## config.mk

```make
export PLATFORM = sky130hd
export DESIGN_NAME = mem_arbiter
export DESIGN_NICKNAME = d
export VERILOG_FILES = /design/src/rtl/cpu_mem_pkg.sv /design/src/rtl/mem_arbiter.sv
export SDC_FILE = /design/constraint.sdc
export NUM_CORES = 1
export LEC_CHECK = 0
export BUFFER_PORTS_ARGS = -buffer_cell sky130_fd_sc_hd__buf_4
export CAP_MARGIN = 20
export CORE_AREA = 3 3 105 107
export CTS_BUF_LIST = sky130_fd_sc_hd__clkbuf_8
export DETAILED_ROUTE_END_ITERATION = 10
export DIE_AREA = 0 0 108 110
export PLACE_DENSITY = 0.54
export SYNTH_ARGS = -nofsm -noshare
export SYNTH_HDL_FRONTEND = slang
export SYNTH_SLANG_ARGS = --single-unit
```

## constraint.sdc

```tcl
create_clock -name clk -period 6.45 [get_ports clk]
set_input_delay 0.3225 -clock clk [delete_from_list [all_inputs] [get_ports clk]]
set_output_delay 0.3225 -clock clk [all_outputs]
set_load 0.02 [all_outputs]
```

## src/rtl/cpu_mem_pkg.sv

```systemverilog
// Shared definitions for the fetch/data memory arbiter: default geometry,
// state encoding and the debug view of the arbiter's internal state.
package cpu_mem_pkg;

  localparam int LAT_DEF = 4;
  localparam int AW_DEF  = 16;
  localparam int DW_DEF  = 16;

  localparam logic [1:0] ST_IDLE   = 2'd0;
  localparam logic [1:0] ST_BUSY_I = 2'd1;
  localparam logic [1:0] ST_BUSY_D = 2'd2;

  // Consecutive contested data grants allowed before fetch is forced through.
  localparam logic [1:0] DSTREAK_MAX = 2'd2;

  typedef struct packed {
    logic [1:0] state;
    logic [3:0] cnt;
    logic [1:0] dstreak;
  } arb_dbg_t;

endpackage

```

## src/rtl/mem_arbiter.sv

```systemverilog
// Arbitrates the fetch and data ports onto one single-port memory with a
// fixed access latency; data has priority, bounded by a starvation guard.
module mem_arbiter
  import cpu_mem_pkg::*;
#(
  parameter int LAT = LAT_DEF,
  parameter int AW  = AW_DEF,
  parameter int DW  = DW_DEF
) (
  input  logic          clk,
  input  logic          rst,
  input  logic          if_req,
  input  logic [AW-1:0] if_addr,
  output logic [DW-1:0] if_rdata,
  output logic          if_valid,
  input  logic          d_req,
  input  logic          d_wr,
  input  logic [AW-1:0] d_addr,
  input  logic [DW-1:0] d_wdata,
  output logic [DW-1:0] d_rdata,
  output logic          d_valid,
  output logic          mem_en,
  output logic          mem_wr,
  output logic [AW-1:0] mem_addr,
  output logic [DW-1:0] mem_wdata,
  input  logic [DW-1:0] mem_rdata,
  output logic          stall,
  output arb_dbg_t      dbg
);

  // Handshake: a port raises req and holds it (with stable address/data) until
  // its valid pulse; req still high in the valid cycle is a fresh request.

  logic [1:0] state;
  logic [3:0] cnt;
  logic [1:0] dstreak;
  logic       wr_q;
  logic       d_wins;
  logic       last_cycle;

  assign d_wins     = d_req && !(if_req && (dstreak == DSTREAK_MAX));
  assign last_cycle = (cnt == 4'(LAT - 1));

  always_ff @(posedge clk or posedge rst) begin
    if (rst) begin
      state     <= ST_IDLE;
      cnt       <= 4'd0;
      dstreak   <= 2'd0;
      wr_q      <= 1'b0;
      mem_addr  <= '0;
      mem_wdata <= '0;
      if_rdata  <= '0;
      d_rdata   <= '0;
      if_valid  <= 1'b0;
      d_valid   <= 1'b0;
    end else begin
      if_valid <= 1'b0;
      d_valid  <= 1'b0;
      case (state)
        ST_IDLE: begin
          if (d_wins) begin
            state     <= ST_BUSY_D;
            cnt       <= 4'd0;
            mem_addr  <= d_addr;
            mem_wdata <= d_wdata;
            wr_q      <= d_wr;
            if (!if_req)
              dstreak <= 2'd0;
            else if (dstreak != DSTREAK_MAX)
              dstreak <= dstreak + 2'd1;
          end else if (if_req) begin
            state    <= ST_BUSY_I;
            cnt      <= 4'd0;
            mem_addr <= if_addr;
            wr_q     <= 1'b0;
            dstreak  <= 2'd0;
          end
        end
        ST_BUSY_I, ST_BUSY_D: begin
          if (last_cycle) begin
            state <= ST_IDLE;
            cnt   <= 4'd0;
            if (state == ST_BUSY_I) begin
              if_rdata <= mem_rdata;
              if_valid <= 1'b1;
            end else begin
              // Stores complete with a pulse but leave the load result alone.
              if (!wr_q)
                d_rdata <= mem_rdata;
              d_valid <= 1'b1;
            end
          end else begin
            cnt <= cnt + 4'd1;
          end
        end
        default: begin
          state <= ST_IDLE;
          cnt   <= 4'd0;
        end
      endcase
    end
  end

  assign mem_en = (state == ST_BUSY_I) || (state == ST_BUSY_D);
  assign mem_wr = (state == ST_BUSY_D) && wr_q;
  assign stall  = (if_req && !if_valid) || (d_req && !d_valid);
  assign dbg    = {state, cnt, dstreak};

endmodule

```

### Yosys cells after proc, flatten, opt, wreduce, memory -nomap -nowiden

Index checks and enable logic that the tools add are counted.

| storage, ports and cells | value |
|---|---|
| input bits | 69 |
| register bits after elaboration | 75 |
| output and inout port bits | 77 |
| logic and storage cells | 63 |

| operators by class | value |
|---|---|
| bitwise gates (word level) | 2 |
| reduce and logical (&&, ||, !) cells | 19 |
| equal/unequal tests | 8 |
| muxes and demuxes | 22 |
| add/subtract/negate cells | 2 |

Operators by type and width:

| cell | count |
|---|---|
| $mux 16 | 2 |
| $mux 2 | 7 |
| $mux 4 | 3 |
| $mux 1 | 8 |
| $pmux 4 s2 | 1 |
| $reduce_and 2->1 | 3 |
| $reduce_and 3->1 | 2 |
| $logic_and 1x1->1 | 5 |
| $add 4x1->4 const B | 1 |
| $eq 2x2->1 const B | 2 |
| $eq 4x2->1 const B | 1 |
| $ne 2x2->1 const B | 2 |
| $pmux 2 s2 | 1 |
| $reduce_and 4->1 | 1 |
| $logic_not 1->1 | 3 |
| $ne 3x2->1 const B | 1 |
| $ne 3x3->1 const B | 1 |
| $add 2x1->2 const B | 1 |
| $eq 2x1->1 const B | 1 |
| $logic_not 2->1 | 1 |
| $logic_or 1x1->1 | 2 |
| $not 1->1 | 2 |
| $reduce_bool 2->1 | 1 |
| $reduce_or 2->1 | 1 |

### Logic depth before layout (Yosys ltp)

| depth | value |
|---|---|
| word-level depth | 6 |
| depth in mapped cells | 8 |
| gate-level depth less buffers | 5 |

### Least setup slack after synthesis

OpenSTA, ideal clock, no wires.

| timing | value |
|---|---|
| path type | reg2reg |
| start point | reg state[0] |
| end point | reg d_rdata[0] |
| path slack | 4.051 ns |
| required time | 6.325 ns |
| library setup time | 0.125 ns |
| arrival time | 2.274 ns |
| clock period less this slack | 2.399 ns |
| stages on the path, launching flop included | 9 |
| buffers on the path | 3 |
| cell sequence | dfrtp_1 inv_1 ha_1 buf_4 nand2_2 or4b_1 buf_6 buf_12 mux2_4 |

| on the way | value |
|---|---|
| longest elaborated chain between the ends | 3 |
| elaborated cells on any way between the ends | 5 |
| those cells by class | eq/ne (2); bitwise (1); reduce/logical (2) |

RTL lines:

| element | line | RTL |
|---|---|---|
| from (decl) | mem_arbiter.sv:34 | `logic [1:0] state;` |
| from (signal assigned) | mem_arbiter.sv:46 | `state <= ST_IDLE;` |
| from (signal assigned) | mem_arbiter.sv:62 | `state <= ST_BUSY_D;` |
| from (signal assigned) | mem_arbiter.sv:72 | `state <= ST_BUSY_I;` |
| $eq 2x1->1 or $eq 2x2->1 (tied branches) | mem_arbiter.sv:59, mem_arbiter.sv:83 |  |
| $reduce_or 2->1 or $not 1->1 (tied branches) | -- |  |
| $reduce_and 4->1 (no source line) (*) | -- |  |
| to (signal assigned) | mem_arbiter.sv:89 | `d_rdata <= mem_rdata;` |
| to (decl) | mem_arbiter.sv:20 | `output logic [DW-1:0] d_rdata,` |

Mark *: on every way between the ends. The rest lies on a longest branch, timed or not.
A chain may end at the register's enable or synchronous reset.

### Worst setup path in the final report

| timing | value |
|---|---|
| start point | reg state[0] |
| end point | reg d_rdata[5] |

Same word-level chain as after synthesis.

==> impl_metrics.csv <==
group,metric,value,unit
synth,yosys_warnings,0,
routing,drc,0,
cts,cts_tree,"done",
sta,hold_viol_final,0,
global_routing,grtUsageMet1,15.29,%
synth,ys_ff_latch,75,
layout,final_area,4604,um2
synth,synthTopCellsByCount,"75 x dfrtp_1, 38 x mux2_2, 21 x nand2_1, 20 x o21ai_0, 16 x mux2i_1",
routing,dr.pass1.iters,4,
place,placed_cells,504,
place,place_area,4363,um2
floorplanning,row_count,37,
synth,synth_edf_count,0,
global_routing,gr-total-overflow,0,
sta,setup_slack,3.931,ns
synth,postSynth.asyncResetShare,100.0,%
layout,fin_nets,454,
synth,synth_nets,305,
run,drv_cap,0,
global_routing,grtUsageMet3,3.436,%
place,pre_cts_ws,3.900,ns
global_routing,grt_max_degree,76,
layout,diodes,0,
cts,cts_setup_buffers,0,
synth,synth_area_per_cell,13.62,um2
layout,drive_above_1_share,56.36,%
cts,clk-insertion-delay-late,0.33,ns
critical_path,worstPathArrival,2.74,ns
cts,postCtsHoldBufs,0,
synth,syn_inst,231,
global_routing,antenna_found_initial,0,
critical_path,cp-start-kind,"flip-flop",
synth,synthMostInstantiatedCell,"dfrtp_1",
sta,max_slew_margin,37.58,%
global_routing,grt_pass1_wl,11470,um
sta,maxSlewViolCount,0,
critical_path,cp_max_fo,16,
layout,nFillCells,976,
sta,finalCritPeriodShare,39.06,%
pwr,ir_drop,0.1706,mV
cts,cts_resized,0,
synth,yosys-top-cells-area,"dfrtp_1 60%, mux2_2 14%, mux2i_1 5.1%",
sta,rsz0062_at_grt,"no",
floorplanning,die_x,108,um
critical_path,required,6.67,ns
synth,ys.flop_type,"dfrtp_1",
cts,root_buffer,"clkbuf_8",
synth,synth.yosys.seq_area_share,59.64,%
global_routing,busiest_layer,"met2",
place,portBuffers,145,
outcome,status,"completed",
pwr,p_leak,0.002288,uW
floorplanning,die_h,110,um
sta,fin_setup_tns,0,ns
global_routing,grt_pass1_vias,2352,
routing,wl,7395,um
routing,via_count,2296,
sta,finalClockSkew,0.006191,ns
critical_path,critical_path_class,"reg2reg",
cts,cts-buffers-inserted,9,
pwr,total_power,2260,uW
layout,syn2layout_area_growth,46.32,%
critical_path,crit_path_end_kind,"flip-flop",
layout,final_cells,521,
synth,synth_area,3147,um2
floorplanning,dieArea,11880,um2
sta,finalCriticalPeriod,2.519,ns
cts,cts_sinks,75,
sta,setup_viol,0,
routing,drtIter0Drc,50,
sta,max_clock_freq,397.0,MHz
floorplanning,start_util,30.76,%
floorplanning,core-area,10230,um2
floorplanning,pin_count,146,
routing,drtAntennaViolNets,0,
routing,routedWlPerCell,14.19,um
routing,viasPerCell,4.407,
global_routing,grt_usage,12.37,%
global_routing,met2_usage,21.00,%
sta,worstMarginPinSlew,0.9364,ns
place,place_hpwl,5405,um
cts,cts_buffer_depth,2,
cts,path_clk_slew,0.08,ns
synth,synth_top_area_share,59.64,%
synth,synth_top_area_cell,"dfrtp_1",
pwr,power_density,490.7,nW/um2
place,gp_congestion,0.7273,
synth,synth.distinct_cells,34,
cts,htreeDepth,3,
hold_path,min_path_type,"in2reg",
-- logic make-up (layout without fill, tap and decap cells) --
family | after synthesis | count (layout) | synth area share, %
compound gates | 31 | 31 | 5.885
fa+ha+maj | 5 | 5 | 1.988
simple gates | 37 | 37 | 5.726
flops | 75 | 75 | 59.64
buf+inv | 19 | 173 | 3.300
mux | 64 | 64 | 23.46
-- placed cells by master (no fill, tap or decap) --
cell type	Yosys	layout
a21boi_2	0	1
a21o_1	1	1
a22o_1	1	1
a31oi_1	1	1
a32o_1	2	2
and2_1	1	1
buf_4	1	148
buf_8	0	1
bufinv_16	0	2
clkbuf_8	0	10
clkinv_2	0	2
clkinv_4	0	1
clkinvlp_4	0	2
dfrtp_1	75	75
ha_1	5	5
inv_1	8	7
mux2_2	38	38
mux2_4	10	10
mux2i_1	16	16
nand2_1	21	21
nand2_2	1	1
nand2b_1	1	1
nand3_1	3	3
nand4_1	1	1
nor2_1	2	2
nor2b_1	1	1
nor3b_1	2	2
nor4_1	2	2
nor4bb_1	1	1
o21ai_0	20	20
o21ai_2	0	1
o21bai_1	1	1
o22ai_1	1	1
o31ai_1	1	1
o41ai_1	1	1
or4b_1	1	1
-- layout make-up --
cell class                      count  area [um2]  share of cell area [%]
Clock inverter                      6       88.84                   1.929
Clock buffer                       10       137.6                   2.989
Multi-Input combinational cell    137        1174                   25.49
Timing Repair Buffer              149        1126                   24.46
Sequential cell                    75        1877                   40.76
Tap cell                          136       170.2                   3.696
Inverter                            8       31.28                  0.6793
-- worst paths after layout --
check | startpoint | end | slack (ns) | cells past startpoint
worst min register to register | mem_addr[9] | mem_addr[9] | 0.49 | 2
worst min-delay path | d_wdata[6] | mem_wdata[6] | 0.22 | 2
min in group asynchronous | rst | if_rdata[0] | 0.29 | 3
worst max-delay path | state[0] | d_rdata[5] | 3.93 | 5
max in group asynchronous | rst | if_valid | 5.57 | 3
worst max register to register | state[0] | d_rdata[5] | 3.93 | 5
-- state kept, by name, summed over array words and instances (netlist names) --
register and flops:
mem_wdata 16, mem_addr 16, state 2, d_rdata 16
if_rdata 16, d_valid 1, cnt 4, if_valid 1
dstreak 2, wr_q 1
-- metrics by stage --
| step | util [%] | hold WS [ns] |
|---|---|---|
| finish | 45.00 | 0.2172 |
| global route | 45.00 | 0.1952 |
| CTS | 44.86 | 0.1910 |
| detailed placement | 42.64 | 0.4714 |
| global placement | 42.64 | 0.4642 |
| floorplan | - | 0.4710 |
-- layer usage --
layer / vias up / routed length, um / part of all wire [%]
li1: 1109 / - / -
met1: 1103 / 3111 / 42
met2: 78 / 3710 / 50
met3: 6 / 491 / 6.6
met4: 0 / 82 / 1.1
met5: - / 0 / 0
-- power breakdown --
group          internal (uW)  leakage [uW]  switching [uW]
combinational            506       0.00128             547
clock                    228      0.000108             171
sequential               684      0.000904             124
total                   1420       0.00229             842
-- worst max-delay path, cell delays in order, from the launching register on --
cell and delay [ns]:
dfrtp_1 0.41, inv_1 0.08, ha_1 0.45, nand2_2 0.09, or4b_1 0.92, mux2_4 0.44
Power figures use the tool's default switching activity.
